### config.mk
export PLATFORM = sky130hd
export DESIGN_NAME = tape_byte_decoder_flat
export DESIGN_NICKNAME = d
export VERILOG_FILES = /design/src/rtl/tape_byte_decoder_if.sv /design/src/rtl/tape_byte_decoder.sv /design/src/flat_wrapper.sv
export SDC_FILE = /design/constraint.sdc
export NUM_CORES = 1
export LEC_CHECK = 0
export ABC_CLOCK_PERIOD_IN_PS = 4200
export BUFFER_PORTS_ARGS = -buffer_cell sky130_fd_sc_hd__buf_4
export CORE_UTILIZATION = 65
export CTS_CLUSTER_DIAMETER = 50
export DETAILED_ROUTE_END_ITERATION = 8
export PLACE_DENSITY = 0.85
export SLEW_MARGIN = 20
export SYNTH_ARGS = -nofsm -noshare
export SYNTH_HDL_FRONTEND = slang
export SYNTH_SLANG_ARGS = --single-unit
### constraint.sdc
create_clock -name clk -period 4.2 [get_ports clk]
set_input_delay 0.42 -clock clk [delete_from_list [all_inputs] [get_ports clk]]
set_output_delay 0.42 -clock clk [all_outputs]
set_load 0.03 [all_outputs]
### src/rtl/tape_byte_decoder_if.sv
// Tape byte decoder bus: raw tape audio in, decoded byte stream and block status out.
interface tape_byte_decoder_if;
    logic        aud;
    logic [7:0]  byte_data;
    logic        byte_valid;
    logic        block_active;
    logic        block_end;
    logic        frame_err;
    logic        pilot_lock;
    logic [15:0] byte_count;

    modport master (
        input  aud,
        output byte_data, byte_valid, block_active, block_end,
               frame_err, pilot_lock, byte_count
    );

    modport slave (
        output aud,
        input  byte_data, byte_valid, block_active, block_end,
               frame_err, pilot_lock, byte_count
    );
endinterface

### src/rtl/tape_byte_decoder.sv
// Tape byte decoder: measures rising-edge to rising-edge periods of the tape
// audio, locks onto pilot + sync, then decodes MSB-first data bits into bytes.
// A measured period is the counter value at the edge, i.e. one less than the
// edge spacing in clock cycles.
module tape_byte_decoder #(
    parameter int CLK_FREQ     = 27000000,
    parameter int PILOT_MIN_US = 1100,
    parameter int PILOT_MAX_US = 1400,
    parameter int SYNC_MIN_US  = 300,
    parameter int SYNC_MAX_US  = 440,
    parameter int BIT0_MIN_US  = 440,
    parameter int BIT0_MAX_US  = 700,
    parameter int BIT1_MIN_US  = 800,
    parameter int BIT1_MAX_US  = 1100,
    parameter int TIMEOUT_US   = 2000,
    parameter int PILOT_MIN    = 256
) (
    input logic               clk,
    input logic               reset,
    tape_byte_decoder_if.master bus
);
    localparam int          CYC_PER_US = CLK_FREQ / 1000000;
    localparam logic [23:0] PILOT_LO   = 24'(CYC_PER_US * PILOT_MIN_US);
    localparam logic [23:0] PILOT_HI   = 24'(CYC_PER_US * PILOT_MAX_US);
    localparam logic [23:0] SYNC_LO    = 24'(CYC_PER_US * SYNC_MIN_US);
    localparam logic [23:0] SYNC_HI    = 24'(CYC_PER_US * SYNC_MAX_US);
    localparam logic [23:0] BIT0_LO    = 24'(CYC_PER_US * BIT0_MIN_US);
    localparam logic [23:0] BIT0_HI    = 24'(CYC_PER_US * BIT0_MAX_US);
    localparam logic [23:0] BIT1_LO    = 24'(CYC_PER_US * BIT1_MIN_US);
    localparam logic [23:0] BIT1_HI    = 24'(CYC_PER_US * BIT1_MAX_US);
    localparam logic [23:0] TIMEOUT_TH = 24'(CYC_PER_US * TIMEOUT_US);
    localparam logic [15:0] PILOT_NEED = 16'(PILOT_MIN);
    localparam logic [23:0] CNT_MAX    = 24'hFF_FFFF;

    typedef enum logic [1:0] {
        ST_IDLE  = 2'd0,
        ST_PILOT = 2'd1,
        ST_DATA  = 2'd2
    } state_t;

    // Lower bound inclusive, upper bound exclusive.
    function automatic logic in_window(input logic [23:0] p,
                                       input logic [23:0] lo,
                                       input logic [23:0] hi);
        return (p >= lo) && (p < hi);
    endfunction

    logic        s0_r, s1_r, s1_d_r;
    logic [23:0] cnt_r;
    state_t      state_r;
    logic        armed_r;
    logic [15:0] pilot_cnt_r;
    logic [2:0]  bit_cnt_r;
    logic [6:0]  shreg_r;

    logic [7:0]  byte_data_r;
    logic        byte_valid_r;
    logic        block_active_r;
    logic        block_end_r;
    logic        frame_err_r;
    logic        pilot_lock_r;
    logic [15:0] byte_count_r;

    logic        edge_s;
    logic        timeout_s;
    logic        is_pilot_s;
    logic        is_sync_s;
    logic        is_bit0_s;
    logic        is_bit1_s;
    logic [15:0] pilot_inc_s;

    // Synchronise the asynchronous audio input and keep one delayed copy for edge detection
    always_ff @(posedge clk) begin
        if (reset) begin
            s0_r   <= 1'b0;
            s1_r   <= 1'b0;
            s1_d_r <= 1'b0;
        end else begin
            s0_r   <= bus.aud;
            s1_r   <= s0_r;
            s1_d_r <= s1_r;
        end
    end

    // Period counter: restarts on every rising edge, otherwise counts up and saturates
    always_ff @(posedge clk) begin
        if (reset) begin
            cnt_r <= 24'd0;
        end else if (edge_s) begin
            cnt_r <= 24'd0;
        end else if (cnt_r != CNT_MAX) begin
            cnt_r <= cnt_r + 24'd1;
        end else begin
            cnt_r <= cnt_r;
        end
    end

    // Edge/timeout detection and classification of the period ending at this edge
    always_comb begin
        edge_s     = s1_r & ~s1_d_r;
        timeout_s  = (cnt_r == TIMEOUT_TH) && !edge_s;
        is_pilot_s = in_window(cnt_r, PILOT_LO, PILOT_HI);
        is_sync_s  = in_window(cnt_r, SYNC_LO, SYNC_HI);
        is_bit0_s  = in_window(cnt_r, BIT0_LO, BIT0_HI);
        is_bit1_s  = in_window(cnt_r, BIT1_LO, BIT1_HI);
        if (pilot_cnt_r != 16'hFFFF) begin
            pilot_inc_s = pilot_cnt_r + 16'd1;
        end else begin
            pilot_inc_s = pilot_cnt_r;
        end
    end

    // Block framing FSM with registered byte, status and strobe outputs
    always_ff @(posedge clk) begin
        if (reset) begin
            state_r        <= ST_IDLE;
            armed_r        <= 1'b0;
            pilot_cnt_r    <= 16'd0;
            bit_cnt_r      <= 3'd0;
            shreg_r        <= 7'd0;
            byte_data_r    <= 8'd0;
            byte_valid_r   <= 1'b0;
            block_active_r <= 1'b0;
            block_end_r    <= 1'b0;
            frame_err_r    <= 1'b0;
            pilot_lock_r   <= 1'b0;
            byte_count_r   <= 16'd0;
        end else begin
            byte_valid_r <= 1'b0;
            block_end_r  <= 1'b0;
            frame_err_r  <= 1'b0;
            case (state_r)
                ST_IDLE: begin
                    if (edge_s) begin
                        armed_r <= 1'b1;
                        if (armed_r && is_pilot_s) begin
                            state_r      <= ST_PILOT;
                            pilot_cnt_r  <= 16'd1;
                            pilot_lock_r <= (16'd1 >= PILOT_NEED);
                        end
                    end
                end
                ST_PILOT: begin
                    if (edge_s) begin
                        if (is_pilot_s) begin
                            pilot_cnt_r  <= pilot_inc_s;
                            pilot_lock_r <= (pilot_inc_s >= PILOT_NEED);
                        end else if (is_sync_s && (pilot_cnt_r >= PILOT_NEED)) begin
                            state_r        <= ST_DATA;
                            pilot_cnt_r    <= 16'd0;
                            pilot_lock_r   <= 1'b0;
                            bit_cnt_r      <= 3'd0;
                            shreg_r        <= 7'd0;
                            byte_count_r   <= 16'd0;
                            block_active_r <= 1'b1;
                        end else begin
                            // Short pilot, stray sync or noise: the edge re-arms IDLE
                            state_r      <= ST_IDLE;
                            armed_r      <= 1'b1;
                            pilot_cnt_r  <= 16'd0;
                            pilot_lock_r <= 1'b0;
                        end
                    end else if (timeout_s) begin
                        state_r      <= ST_IDLE;
                        armed_r      <= 1'b0;
                        pilot_cnt_r  <= 16'd0;
                        pilot_lock_r <= 1'b0;
                    end
                end
                ST_DATA: begin
                    if (edge_s && (is_bit0_s || is_bit1_s)) begin
                        shreg_r <= {shreg_r[5:0], is_bit1_s};
                        if (bit_cnt_r == 3'd7) begin
                            byte_data_r  <= {shreg_r, is_bit1_s};
                            byte_valid_r <= 1'b1;
                            byte_count_r <= byte_count_r + 16'd1;
                            bit_cnt_r    <= 3'd0;
                        end else begin
                            bit_cnt_r <= bit_cnt_r + 3'd1;
                        end
                    end else if (edge_s || timeout_s) begin
                        // An ending edge doubles as the arming edge for the next pilot
                        state_r        <= ST_IDLE;
                        armed_r        <= edge_s;
                        block_active_r <= 1'b0;
                        block_end_r    <= 1'b1;
                        frame_err_r    <= (bit_cnt_r != 3'd0);
                    end
                end
                default: begin
                    state_r        <= ST_IDLE;
                    armed_r        <= 1'b0;
                    block_active_r <= 1'b0;
                    pilot_lock_r   <= 1'b0;
                end
            endcase
        end
    end

    assign bus.byte_data    = byte_data_r;
    assign bus.byte_valid   = byte_valid_r;
    assign bus.block_active = block_active_r;
    assign bus.block_end    = block_end_r;
    assign bus.frame_err    = frame_err_r;
    assign bus.pilot_lock   = pilot_lock_r;
    assign bus.byte_count   = byte_count_r;

endmodule

### src/flat_wrapper.sv
// flat-port wrapper written by rule: the top's interface ports become plain ports
module tape_byte_decoder_flat 
#(
    parameter int CLK_FREQ     = 27000000,
    parameter int PILOT_MIN_US = 1100,
    parameter int PILOT_MAX_US = 1400,
    parameter int SYNC_MIN_US  = 300,
    parameter int SYNC_MAX_US  = 440,
    parameter int BIT0_MIN_US  = 440,
    parameter int BIT0_MAX_US  = 700,
    parameter int BIT1_MIN_US  = 800,
    parameter int BIT1_MAX_US  = 1100,
    parameter int TIMEOUT_US   = 2000,
    parameter int PILOT_MIN    = 256
)
  (clk, reset, bus_aud, bus_byte_data, bus_byte_valid, bus_block_active, bus_block_end, bus_frame_err, bus_pilot_lock, bus_byte_count);
  tape_byte_decoder_if bus_i ();
  input logic clk;
  input logic reset;
  input wire logic [$bits(bus_i.aud)-1:0] bus_aud;
  output wire logic [$bits(bus_i.byte_data)-1:0] bus_byte_data;
  output wire logic [$bits(bus_i.byte_valid)-1:0] bus_byte_valid;
  output wire logic [$bits(bus_i.block_active)-1:0] bus_block_active;
  output wire logic [$bits(bus_i.block_end)-1:0] bus_block_end;
  output wire logic [$bits(bus_i.frame_err)-1:0] bus_frame_err;
  output wire logic [$bits(bus_i.pilot_lock)-1:0] bus_pilot_lock;
  output wire logic [$bits(bus_i.byte_count)-1:0] bus_byte_count;
  assign bus_i.aud = bus_aud;
  assign bus_byte_data = bus_i.byte_data;
  assign bus_byte_valid = bus_i.byte_valid;
  assign bus_block_active = bus_i.block_active;
  assign bus_block_end = bus_i.block_end;
  assign bus_frame_err = bus_i.frame_err;
  assign bus_pilot_lock = bus_i.pilot_lock;
  assign bus_byte_count = bus_i.byte_count;
  tape_byte_decoder #(.CLK_FREQ(CLK_FREQ), .PILOT_MIN_US(PILOT_MIN_US), .PILOT_MAX_US(PILOT_MAX_US), .SYNC_MIN_US(SYNC_MIN_US), .SYNC_MAX_US(SYNC_MAX_US), .BIT0_MIN_US(BIT0_MIN_US), .BIT0_MAX_US(BIT0_MAX_US), .BIT1_MIN_US(BIT1_MIN_US), .BIT1_MAX_US(BIT1_MAX_US), .TIMEOUT_US(TIMEOUT_US), .PILOT_MIN(PILOT_MIN)) u_core (.clk(clk), .reset(reset), .bus(bus_i));
endmodule
==> run_results.csv <==
group,metric,value,unit
sta,finalHoldViolCount,0,
sta,timing.final.crit_share,73.0,%
pwr,seqPwrFrac,52.4,%
die,die_x,86.2,um
detailed_routing,vias,4297,
pwr,power_switching,0.335,mW
finish,post-route-util,74.3,%
clocking,cts_tree,"yes",
worst_setup_path,worstPathArrival,3.35,ns
die,dieHeight,86.2,um
outcome,outcome,"finished, final reports clean",
detailed_routing,vias_per_cell,6.38,
clocking,cts_inserted_buffers,9,
flow_run,cap_violations,0,
detailed_routing,wl_met1,4470,um
detailed_routing,dr.pass1.iters,5,
synth,ys_ff_latch,85,
sta,tightest_slew,0.922,ns
clocking,insertion_delay,0.36,ns
finish,nets,587,
worst_setup_path,endpoint,"u_core.bus.byte_count[5]$_SDFFE_PP0P_",
synth,synth-compound-area-share,19.5,%
pwr,powerDensity,306,nW/um2
clocking,cts_max_level,3,
sta,max_slew_margin,37.5,%
detailed_routing,top_layer_used,"met4",
synth,yosys_warnings,0,
synth,synth_area_per_cell,8.18,um2
worst_setup_path,cpPeakStageDelay,0.75,ns
synth,synth_simple_gate_area_share,29.2,%
die,row_count,30,
pwr,total_power,1.55,mW
clocking,root_buffer,"clkbuf_8",
finish,n_antenna_cell,0,
synth,mappedNetlistArea,4600,um2
detailed_routing,dr_wl_met3,503,um
sta,holdWs,0.269,ns
sta,fin_crit,3.07,ns
sta,skew,0.0110,ns
placed_design,port_buffers,31,
clocking,clkSinkCount,85,
placed_design,gp_congestion,0.876,
detailed_routing,wl,10200,um
synth,postSynthNetCount,578,
grt,globalRouteOverflowTotal,0,
synth,synth.area.top_cells,"dfxtp_1 (37%), nor2_1 (4.8%), a21oi_1 (4.5%)",
synth,synth_top_family_by_area,"simple AND/OR/NAND/NOR gates",
die,core_area,6830,um2
sta,setup_viol,0,
synth,netlist.area_leader.share,37.0,%
pwr,leakagePower,1.86,nW
synth,async_reset_ff_share,0,%
detailed_routing,drc,0,
worst_setup_path,regToRegSetupSlack,1.13,ns
sta,max_freq,0.326,GHz
synth,synth_cell_type_count,65,
placed_design,post_dp_cell_area,4830,um2
worst_setup_path,endpoint_kind,"register",
detailed_routing,wl_met2,5080,um
synth,synth_adder_area_share,3.26,%
finish,syn_to_final_growth,10.2,%
detailed_routing,postRouteAntennaNets,0,
worst_setup_path,reg2reg_depth,8,
placed_design,dp_hpwl,6980,um
clocking,ctsResizeCount,0,
grt,first_global_vias,3906,
worst_setup_path,r2r-start,"u_core.cnt_r[11]$_SDFFE_PP0P_",
clocking,post-cts-setup-buffers,0,
worst_setup_path,startpoint,"u_core.cnt_r[11]$_SDFFE_PP0P_",
worst_setup_path,critical_path_class,"register to register",
grt,grt_use_total,28.2,%
die,io_pins,32,
pwr,p_clk_share,45.3,%
worst_setup_path,critPathSlowestCell,"a311oi_1",
placed_design,place_ws,1.17,ns
die,initial_core_util,67.4,%
sta,slew_viol_final,0,
clocking,cts.clk_slew.worst_paths,0.09,ns
synth,yosysSeqAreaShare,37.0,%
worst_setup_path,cp_cell_sequence,"and4_1 -> o21ai_0 -> a311oi_1 -> and2_1 -> o31ai_1 -> buf_4 -> or4_1 -> a21oi_1",
worst_setup_path,critPathLaunchType,"register",
sta,setup_tns,0,ns
synth,muxShareOfSynthArea,1.96,%
grt,grt_antenna_before_repair,0,
finish,design_area,5070,um2
worst_setup_path,rr_endpoint,"u_core.bus.byte_count[5]$_SDFFE_PP0P_",
worst_setup_path,required,4.48,ns
worst_setup_path,path_max_fanout,17,
placed_design,dp.cells,657,
finish,drive_gt1_share,13.2,%
pwr,internal_power,1.22,mW
synth,synth_area_leader_cell,"dfxtp_1",
hold_path,min-delay-path-class,"input port to register",
pwr,sw_frac_of_total,21.6,%
clocking,clock_path_buffers,2,
grt,grt_max_degree,40,
pwr,ir_worst_vdd,0.173,mV
sta,fin_ws,1.13,ns
synth,synth_edf_count,0,
grt,grt_pass1_wl,17100,um
synth,synthXorXnorAreaFrac,4.38,%
detailed_routing,wl_per_cell,15.2,um
clocking,postCtsHoldBufs,0,
detailed_routing,drt_iter0_drc,393,
pwr,power_frac_comb,2.3,%
synth,postSynthCellCount,563,
sta,rsz0062_at_grt,"no",
die,die_area,7420,um2
synth,synth_flop_cell,"dfxtp_1",
finish,fin_cells,673,
logic make-up after synthesis:
kind of cell	count (synthesis)
muxes	9
and+or+nand+nor	246
buffers and inverters	54
AOI/OAI and AO/OA	134
DFF	85
adders and majority gates	12
xor gates and xnor gates	23
power groups by stage:
stage	Clock [mW]	Sequential (mW)	Combinational, mW
floorplan	0	0.830	0.0280
global placement	0	0.831	0.0342
detailed placement	0	0.832	0.0348
CTS	0.707	0.813	0.0350
global route	0.741	0.814	0.0387
finish	0.703	0.813	0.0350
critical path, delay by kind of cell (launching register included):
family / cells / cell delay (ns)
AND/OR/NAND/NOR: 3 / 1.10
flip-flops: 1 / 0.56
AO/OA/AOI/OAI: 4 / 1.12
buffers and inverters: 1 / 0.21
layout make-up:
| type | instances | area (um2) |
|---|---|---|
| multi-input cells | 424 | 2690 |
| flip-flops and latches | 85 | 1700 |
| clock inverters | 7 | 123 |
| inverters | 19 | 71.3 |
| well taps | 96 | 120 |
| repair buffers | 33 | 248 |
| fillers | 519 | 1760 |
| clock buffers | 9 | 124 |
cells in the mapped netlist, types with 3 or more instances:
cell / count
nor2b_1: 9
nand2_1: 44
nor4_1: 4
o211ai_1: 3
o221a_2: 8
and2_1: 9
o311ai_1: 4
nand4_1: 13
a31oi_1: 8
nand3_1: 27
buf_2: 8
xnor2_1: 10
or2_2: 5
or4_1: 10
o21ai_0: 22
clkbuf_1: 24
ha_1: 12
o211a_1: 4
a21oi_1: 41
a211oi_1: 5
o31ai_1: 12
a31o_2: 3
and4_1: 5
xor2_1: 13
and3_1: 3
nor3_1: 12
o21a_1: 5
inv_1: 19
nor2_1: 59
mux2i_1: 9
dfxtp_1: 85
or3_1: 23
registers in the layout, summed over array words and instances (netlist names):
register and flops:
u_core.cnt_r 24, u_core.bus.byte_count 16, u_core.pilot_cnt_r 16, u_core.bus.byte_data 8
u_core.shreg_r 7, u_core.bit_cnt_r 3, u_core.state_r 2, u_core.armed_r 1
u_core.bus.block_active 1, u_core.bus.block_end 1, u_core.bus.byte_valid 1, u_core.bus.frame_err 1
u_core.bus.pilot_lock 1, u_core.s0_r 1, u_core.s1_d_r 1, u_core.s1_r 1
how the worst min path moves through the flow:
stage                                 startpoint                endpoint  slack [ns]  cells after the start
after floorplan           u_core.s0_r$_SDFF_PP0_  u_core.s1_r$_SDFF_PP0_        0.41                      1
final                                    bus_aud  u_core.s0_r$_SDFF_PP0_        0.27                      2
after global routing                     bus_aud  u_core.s0_r$_SDFF_PP0_        0.28                      2
after detailed placement  u_core.s0_r$_SDFF_PP0_  u_core.s1_r$_SDFF_PP0_        0.44                      1
after CTS                                bus_aud  u_core.s0_r$_SDFF_PP0_        0.28                      2
after global placement    u_core.s0_r$_SDFF_PP0_  u_core.s1_r$_SDFF_PP0_        0.42                      1
routing by layer:
| metal | vias up | track usage, % |
|---|---|---|
| met1 | 2041 | 35.6 |
| met5 | - | 0 |
| met3 | 26 | 3.75 |
| met2 | 148 | 49.1 |
| li1 | 2082 | - |
| met4 | 0 | 10.5 |
placed cells by master, fill, tap and decap left out, types with 9 or more instances in the layout:
| cell | instances |
|---|---|
| dfxtp_1 | 85 |
| nand3_1 | 27 |
| buf_4 | 33 |
| nor3_1 | 12 |
| and2_1 | 9 |
| nor2b_1 | 9 |
| nand4_1 | 13 |
| a21oi_1 | 41 |
| or4_1 | 10 |
| o31ai_1 | 12 |
| o21ai_0 | 22 |
| or3_1 | 23 |
| mux2i_1 | 9 |
| inv_1 | 19 |
| xor2_1 | 13 |
| clkbuf_8 | 9 |
| ha_1 | 12 |
| nand2_1 | 44 |
| nor2_1 | 59 |
| xnor2_1 | 10 |
No activity file was read; power rests on OpenSTA's default activity.
